===== src/rtl/imm_encoder_pkg.sv =====
// ---------------------------------------------------------------------------
// imm_encoder_pkg
// Shared definitions for the immediate encoder: instruction type codes (the
// same encoding the decode stage uses), immediate range limits, field bit
// positions, and a helper that range-checks a signed immediate.
// ---------------------------------------------------------------------------
package imm_encoder_pkg;

  // Instruction format codes; anything not listed is treated as an error.
  typedef enum logic [2:0] {
    INST_R = 3'd0,
    INST_I = 3'd1,
    INST_S = 3'd2,
    INST_B = 3'd3,
    INST_U = 3'd4,
    INST_J = 3'd5
  } inst_type_e;

  // Highest immediate bit that must still be a copy of the sign for a value
  // to fit the 12-bit (I/S/B) or 20-bit (U/J) fields.
  localparam int unsigned IMM12_SIGN_BIT = 11;
  localparam int unsigned IMM20_SIGN_BIT = 19;

  // Shift-amount width for the I-type shift form.
  localparam int unsigned SHAMT_W = 5;

  // Field bit positions inside the instruction word.
  localparam int unsigned I_IMM_LSB     = 20;
  localparam int unsigned SHAMT_LSB     = 20;
  localparam int unsigned S_HI_LSB      = 25;
  localparam int unsigned S_LO_LSB      = 7;
  localparam int unsigned B_MID_LSB     = 25;
  localparam int unsigned B_LO_LSB      = 8;
  localparam int unsigned B_BIT10_POS   = 7;
  localparam int unsigned U_IMM_LSB     = 12;
  localparam int unsigned J_MID_LSB     = 12;
  localparam int unsigned J_BIT10_POS   = 20;
  localparam int unsigned J_LO_LSB      = 21;

  // True when imm[31:signBit] are all equal, i.e. the value fits a signed
  // field whose top bit is signBit.
  function automatic logic fitsSigned(input logic [31:0] imm,
                                      input int unsigned signBit);
    logic [31:0] upper;
    upper = 32'($signed(imm) >>> signBit);
    return (upper == '0) || (upper == '1);
  endfunction

endpackage


===== src/rtl/imm_field_pack.sv =====
// ---------------------------------------------------------------------------
// imm_field_pack
// Purely combinational immediate packer. Places the immediate into the
// type-specific fields of the base instruction and flags values that do not
// fit. On error the base word is passed through untouched.
//   instType_i : instruction format code
//   shift_i    : I-type shift-immediate form (5-bit unsigned shamt)
//   imm_i      : signed immediate as decode would produce it
//   base_i     : instruction whose non-immediate bits are kept
//   packed_o   : base with immediate fields replaced (or base on error)
//   err_o      : range or type error
// ---------------------------------------------------------------------------
module imm_field_pack
  import imm_encoder_pkg::*;
(
  input  logic [2:0]  instType_i,
  input  logic        shift_i,
  input  logic [31:0] imm_i,
  input  logic [31:0] base_i,
  output logic [31:0] packed_o,
  output logic        err_o
);

  // Field placement per format; the error decision is made alongside and the
  // base word is restored at the end so no partial patch can leak out.
  always_comb begin
    packed_o = base_i;
    err_o    = 1'b0;
    case (inst_type_e'(instType_i))
      INST_I: begin
        if (shift_i) begin
          // Upper funct7 bits stay from the base so SRAI/SRLI keep their opcode.
          err_o = |imm_i[31:SHAMT_W];
          packed_o[SHAMT_LSB +: SHAMT_W] = imm_i[SHAMT_W-1:0];
        end else begin
          err_o = !fitsSigned(imm_i, IMM12_SIGN_BIT);
          packed_o[I_IMM_LSB +: 12] = imm_i[11:0];
        end
      end
      INST_S: begin
        err_o = !fitsSigned(imm_i, IMM12_SIGN_BIT);
        packed_o[S_HI_LSB +: 7] = imm_i[11:5];
        packed_o[S_LO_LSB +: 5] = imm_i[4:0];
      end
      INST_B: begin
        err_o = !fitsSigned(imm_i, IMM12_SIGN_BIT);
        packed_o[31]             = imm_i[11];
        packed_o[B_BIT10_POS]    = imm_i[10];
        packed_o[B_MID_LSB +: 6] = imm_i[9:4];
        packed_o[B_LO_LSB +: 4]  = imm_i[3:0];
      end
      INST_U: begin
        err_o = !fitsSigned(imm_i, IMM20_SIGN_BIT);
        packed_o[U_IMM_LSB +: 20] = imm_i[19:0];
      end
      INST_J: begin
        err_o = !fitsSigned(imm_i, IMM20_SIGN_BIT);
        packed_o[31]              = imm_i[19];
        packed_o[J_MID_LSB +: 8]  = imm_i[18:11];
        packed_o[J_BIT10_POS]     = imm_i[10];
        packed_o[J_LO_LSB +: 10]  = imm_i[9:0];
      end
      default: begin
        err_o = 1'b1;
      end
    endcase
    if (err_o) begin
      packed_o = base_i;
    end
  end

endmodule


===== src/rtl/imm_encoder.sv =====
// ---------------------------------------------------------------------------
// imm_encoder
// Two-stage valid/ready pipeline that patches an immediate into a base
// instruction. S1 captures the packed word, base and error flag; S2 holds the
// final word presented to the consumer. Full backpressure, 1 result/cycle.
//   clk, rst      : clock, synchronous active-high reset
//   in_valid/ready: request handshake
//   in_inst_type  : instruction format code
//   in_shift      : I-type shift-immediate form
//   in_base       : instruction whose non-immediate bits are kept
//   in_imm        : signed immediate
//   out_valid/ready: result handshake
//   out_inst      : patched instruction (base on error)
//   out_err       : range or type error
//   err_cnt       : saturating count of delivered error results
// ---------------------------------------------------------------------------
module imm_encoder
  import imm_encoder_pkg::*;
#(
  parameter int ERR_CNT_W = 16
) (
  input  logic                 clk,
  input  logic                 rst,
  input  logic                 in_valid,
  output logic                 in_ready,
  input  logic [2:0]           in_inst_type,
  input  logic                 in_shift,
  input  logic [31:0]          in_base,
  input  logic [31:0]          in_imm,
  output logic                 out_valid,
  input  logic                 out_ready,
  output logic [31:0]          out_inst,
  output logic                 out_err,
  output logic [ERR_CNT_W-1:0] err_cnt
);

  logic                 s1Valid_q, s1Valid_d;
  logic [31:0]          s1Packed_q, s1Packed_d;
  logic [31:0]          s1Base_q, s1Base_d;
  logic                 s1Err_q, s1Err_d;
  logic                 s2Valid_q, s2Valid_d;
  logic [31:0]          s2Inst_q, s2Inst_d;
  logic                 s2Err_q, s2Err_d;
  logic [ERR_CNT_W-1:0] errCnt_q, errCnt_d;

  logic [31:0] packedWord;
  logic        packErr;
  logic        s2Ready;

  imm_field_pack u_pack (
    .instType_i (in_inst_type),
    .shift_i    (in_shift),
    .imm_i      (in_imm),
    .base_i     (in_base),
    .packed_o   (packedWord),
    .err_o      (packErr)
  );

  // A stage can take new data when it is empty or its content leaves this
  // cycle, which lets S1 refill while S2 drains with no bubble.
  assign s2Ready  = !s2Valid_q || out_ready;
  assign in_ready = !s1Valid_q || s2Ready;

  // Next-state for both stages and the error counter. Data registers only
  // load on a real transfer so stalled contents stay put.
  always_comb begin
    s1Valid_d  = s1Valid_q;
    s1Packed_d = s1Packed_q;
    s1Base_d   = s1Base_q;
    s1Err_d    = s1Err_q;
    s2Valid_d  = s2Valid_q;
    s2Inst_d   = s2Inst_q;
    s2Err_d    = s2Err_q;
    errCnt_d   = errCnt_q;

    if (in_ready) begin
      s1Valid_d = in_valid;
      if (in_valid) begin
        s1Packed_d = packedWord;
        s1Base_d   = in_base;
        s1Err_d    = packErr;
      end
    end

    if (s2Ready) begin
      s2Valid_d = s1Valid_q;
      if (s1Valid_q) begin
        s2Inst_d = s1Err_q ? s1Base_q : s1Packed_q;
        s2Err_d  = s1Err_q;
      end
    end

    if (s2Valid_q && out_ready && s2Err_q && (errCnt_q != '1)) begin
      errCnt_d = errCnt_q + 1'b1;
    end
  end

  // State registers; reset drops anything in flight and clears the counter.
  always_ff @(posedge clk) begin
    if (rst) begin
      s1Valid_q  <= 1'b0;
      s1Packed_q <= '0;
      s1Base_q   <= '0;
      s1Err_q    <= 1'b0;
      s2Valid_q  <= 1'b0;
      s2Inst_q   <= '0;
      s2Err_q    <= 1'b0;
      errCnt_q   <= '0;
    end else begin
      s1Valid_q  <= s1Valid_d;
      s1Packed_q <= s1Packed_d;
      s1Base_q   <= s1Base_d;
      s1Err_q    <= s1Err_d;
      s2Valid_q  <= s2Valid_d;
      s2Inst_q   <= s2Inst_d;
      s2Err_q    <= s2Err_d;
      errCnt_q   <= errCnt_d;
    end
  end

  assign out_valid = s2Valid_q;
  assign out_inst  = s2Inst_q;
  assign out_err   = s2Err_q;
  assign err_cnt   = errCnt_q;

endmodule


===== config.mk =====
export PLATFORM = sky130hd
export DESIGN_NAME = imm_encoder
export DESIGN_NICKNAME = d
export VERILOG_FILES = /design/src/rtl/imm_encoder_pkg.sv /design/src/rtl/imm_field_pack.sv /design/src/rtl/imm_encoder.sv
export SDC_FILE = /design/constraint.sdc
export NUM_CORES = 1
export LEC_CHECK = 0
export BUFFER_PORTS_ARGS = -buffer_cell sky130_fd_sc_hd__buf_2
export CORE_UTILIZATION = 50
export DETAILED_ROUTE_END_ITERATION = 7
export GPL_ROUTABILITY_DRIVEN = 0
export GPL_TIMING_DRIVEN = 0
export PLACE_DENSITY_LB_ADDON = 0.08
export SLEW_MARGIN = 40
export SYNTH_ARGS = -nofsm -noshare
export SYNTH_HDL_FRONTEND = slang
export SYNTH_SLANG_ARGS = --single-unit

===== constraint.sdc =====
create_clock -name clk -period 7.4 [get_ports clk]
set_input_delay 1.48 -clock clk [delete_from_list [all_inputs] [get_ports clk]]
set_output_delay 1.48 -clock clk [all_outputs]
set_load 0.005 [all_outputs]

==> flow_summary.rst <==
.. list-table::
   :header-rows: 1

   * - Metric
     - Value
   * - Classification of the worst setup path
     - input port to flop
   * - PD cells
     - 195 nW/um^2
   * - Diodes inserted
     - 0
   * - Cts-stage hold buffer count
     - 0
   * - Worst Skew
     - 11.2 ps
   * - Drt pass-1 iters
     - 7
   * - Number of distinct standard cells referenced by the synthesized netlist
     - 47
   * - Average routed wire per standard cell
     - 16.0 microns
   * - Main flop type after synthesis
     - dfxtp_1
   * - Estimated wirelength of the detail-placed design
     - 11.1 mm
   * - Leakage component of the power
     - 2.42 nW
   * - Cell area after layout
     - 6160 sq um
   * - Initial DRC count
     - 383
   * - Setup fix buffers added after clock tree synthesis
     - 0
   * - Reg-to-reg setup timing slack
     - 4730 ps
   * - Launch point of the critical path
     - in_inst_type[1]
   * - Count of flip-flops with a built-in enable after synthesis
     - 0
   * - Pin count of the biggest net entering global routing
     - 20
   * - Setup crit start kind
     - input port
   * - Crit path required time
     - 7720 ps
   * - RSZ-0062 raised after global routing
     - false
   * - Most frequent cells in the layout
     - buf_2, dfxtp_1, nand2_1, a21oi_1, nor2_1
   * - Number of warnings issued by yosys
     - 0
   * - Clock-pin slew on the worst setup and hold paths
     - 110 ps
   * - Fraction of final layout cells with drive strength greater than 1
     - 19.5%
   * - Maximum clock path buffer count
     - 2
   * - Transition time at the pin with the least slew margin
     - 714 ps
   * - Global-route usage over all layers
     - 27.1%
   * - Number of cells produced by synthesis
     - 625
   * - Setup TNS
     - 0 ps
   * - Root buffer cell
     - clkbuf_8
   * - Avg Synthesized Cell Area
     - 8.27 sq um
   * - Final WL
     - 14.3 mm
   * - Standard-cell rows
     - 36
   * - #FFs+latches synth
     - 109
   * - Post-placement cell area
     - 5950 sq um
   * - Met2 Resource Use GR
     - 43.7%
   * - Fin crit share
     - 50.2%
   * - Maximum achievable frequency
     - 269 MHz
   * - Mapped Area
     - 5170 sq um
   * - Top fanout value on the critical path
     - 10
   * - Count of final setup violators
     - 0
   * - Total Nets Final
     - 833
   * - Latest clock arrival within the worst-skew pair
     - 370 ps
   * - Post-synth ARST share
     - 0%
   * - CTS tree
     - built
   * - Total grt overflow
     - 0
   * - Post-CTS Resized
     - 0
   * - Crit. End Element
     - flop
   * - Final hold violation count
     - 0
   * - Global routing usage on met1
     - 37.1%
   * - Number of max-capacitance violations reported
     - 0
   * - Arrival time at the worst endpoint
     - 4040 ps
   * - Syn Nets
     - 700
   * - Final antenna-violating net count
     - 0
   * - Number of vias in the routed layout
     - 5163
   * - Met3 Use GR
     - 4.66%
   * - Number of primary I/O pins
     - 123
   * - Global-route wire length before repair
     - 23.3 mm
   * - Least setup slack across all paths after layout
     - 3680 ps
   * - Reg2Reg Capture Point
     - s1Packed_q[11]
   * - Worst hold slack
     - 454 ps
   * - Capture point of the worst path
     - s1Packed_q[27]
   * - Class of the most critical hold timing path
     - flop to flop
   * - GR peak layer
     - met2
   * - Num CTS Buffers
     - 9
   * - Area of the placeable core
     - 9910 sq um
   * - Most common cell after layout, fill and taps aside
     - buf_2
   * - Max_slew headroom
     - 52.4%
   * - Count of pins over their slew limit
     - 0
   * - # port buffers
     - 122
   * - Number of cells traversed by the worst register-to-register path
     - 8
   * - DRC Markers
     - 0
   * - Total die area
     - 10800 sq um
   * - DIE WIDTH
     - 104 microns
   * - Area added between synthesis and finish
     - 19.1%
   * - Sinks on the clock net
     - 109
   * - Final min period
     - 3720 ps
   * - Setup WS pre-CTS
     - 3400 ps
   * - Maximum ir drop on the vdd rail
     - 87.9 uV
   * - Antenna violations before repair
     - 0
   * - R2r startpoint
     - out_valid
   * - Maximum level of the CTS H-tree
     - 3
   * - Number of global-route vias before repair
     - 4749
   * - Detailed-route vias per instance
     - 5.76
   * - Floorplan die height
     - 104 microns
   * - Initial core utilization
     - 52.2%
   * - Sequential share of the synthesized area
     - 42.2%
   * - Status
     - complete, no violations
state kept, by name, summed over array words and instances, names as in the netlist:
name and cells:
s1Err_q 1, out_valid 1, s1Valid_q 1, out_inst 32, out_err 1, err_cnt 16
s1Base_q 25, s1Packed_q 32
Yosys cell counts (2+ instances only):
cell,instances,area (sq um)
a222oi_1,5,50.1
inv_1,13,48.8
a221o_1,6,60.1
or3_1,4,25.0
a22oi_1,6,45.0
nand4_1,8,50.1
and4_1,3,26.3
xnor2_1,13,114
or4b_1,5,50.1
buf_1,6,22.5
nor4_1,24,150
a21oi_1,65,325
nor2b_1,4,25.0
o21ai_0,10,50.1
and2_1,4,25.0
a311o_1,9,90.1
nor3b_1,2,15.0
a2bb2oi_1,4,35.0
clkbuf_1,36,135
ha_1,3,37.5
dfxtp_1,109,2180
a211oi_1,26,195
buf_2,2,10.0
mux2_2,7,78.8
nor2_1,61,229
nand2_1,105,394
a32o_1,8,80.1
mux2i_1,36,360
nor3_1,17,85.1
nand3_1,7,35.0
where the power goes:
part / internal, mW / switching (mW) / total (mW) / leakage, nW
Sequential: 0.619 / 0.0179 / 0.637 / 0.895
Clock: 0.161 / 0.213 / 0.374 / 0.0948
Combinational: 0.0787 / 0.113 / 0.192 / 1.43
worst min-delay path by stage:
| stage | slack (ps) | start | cells past startpoint | end |
|---|---|---|---|---|
| 6_report | 450 | out_inst[1] | 2 | out_inst[1] |
| 3_5_place_dp | 440 | out_inst[2] | 2 | out_inst[2] |
| 2_1_floorplan | 430 | s1Packed_q[0] | 2 | out_inst[0] |
| 5_1_grt | 480 | out_inst[0] | 2 | out_inst[0] |
| 4_1_cts | 460 | out_inst[1] | 2 | out_inst[1] |
| 3_3_place_gp | 440 | s1Base_q[22] | 2 | s1Base_q[22] |
cells by family after synthesis:
group,share of synthesized area (%)
simple gates,22.6
compound gates,19.2
flops,42.2
buf+inv,4.40
mux,8.49
xor+xnor,2.37
fa+ha+maj,0.726
critical path, stage by stage:
cell and delay (ps):
buf_2 110, buf_2 180, nor3b_1 460, and2b_1 280, a211o_1 320, buf_6 150, clkbuf_1 210, nor4_1 650
a221o_1 190
per-stage QoR:
| stage | power, mW | std cells | util (%) |
|---|---|---|---|
| after global placement | 0.835 | 880 | 60.0 |
| after CTS | 1.21 | 896 | 62.1 |
| after detailed placement | 0.840 | 880 | 60.0 |
| after global routing | 1.26 | 896 | 62.1 |
| final | 1.20 | 896 | 62.1 |
| after floorplan | 0.764 | 625 | - |
routing by layer:
metal,up-vias,part of all wire [%]
li1,2525,-
met1,2401,45
met2,217,45
met3,20,7.5
met4,0,1.7
met5,-,0
cell type report:
type	instances	area, sq um
clock inverter	7	86.3
tap	133	166
inverter	13	48.8
buffer	45	179
clock buffer	9	124
fill	932	3750
sequential	109	2180
multi-input combinational	458	2760
timing repair buffer	122	611
(Power assumes the default switching activity.)
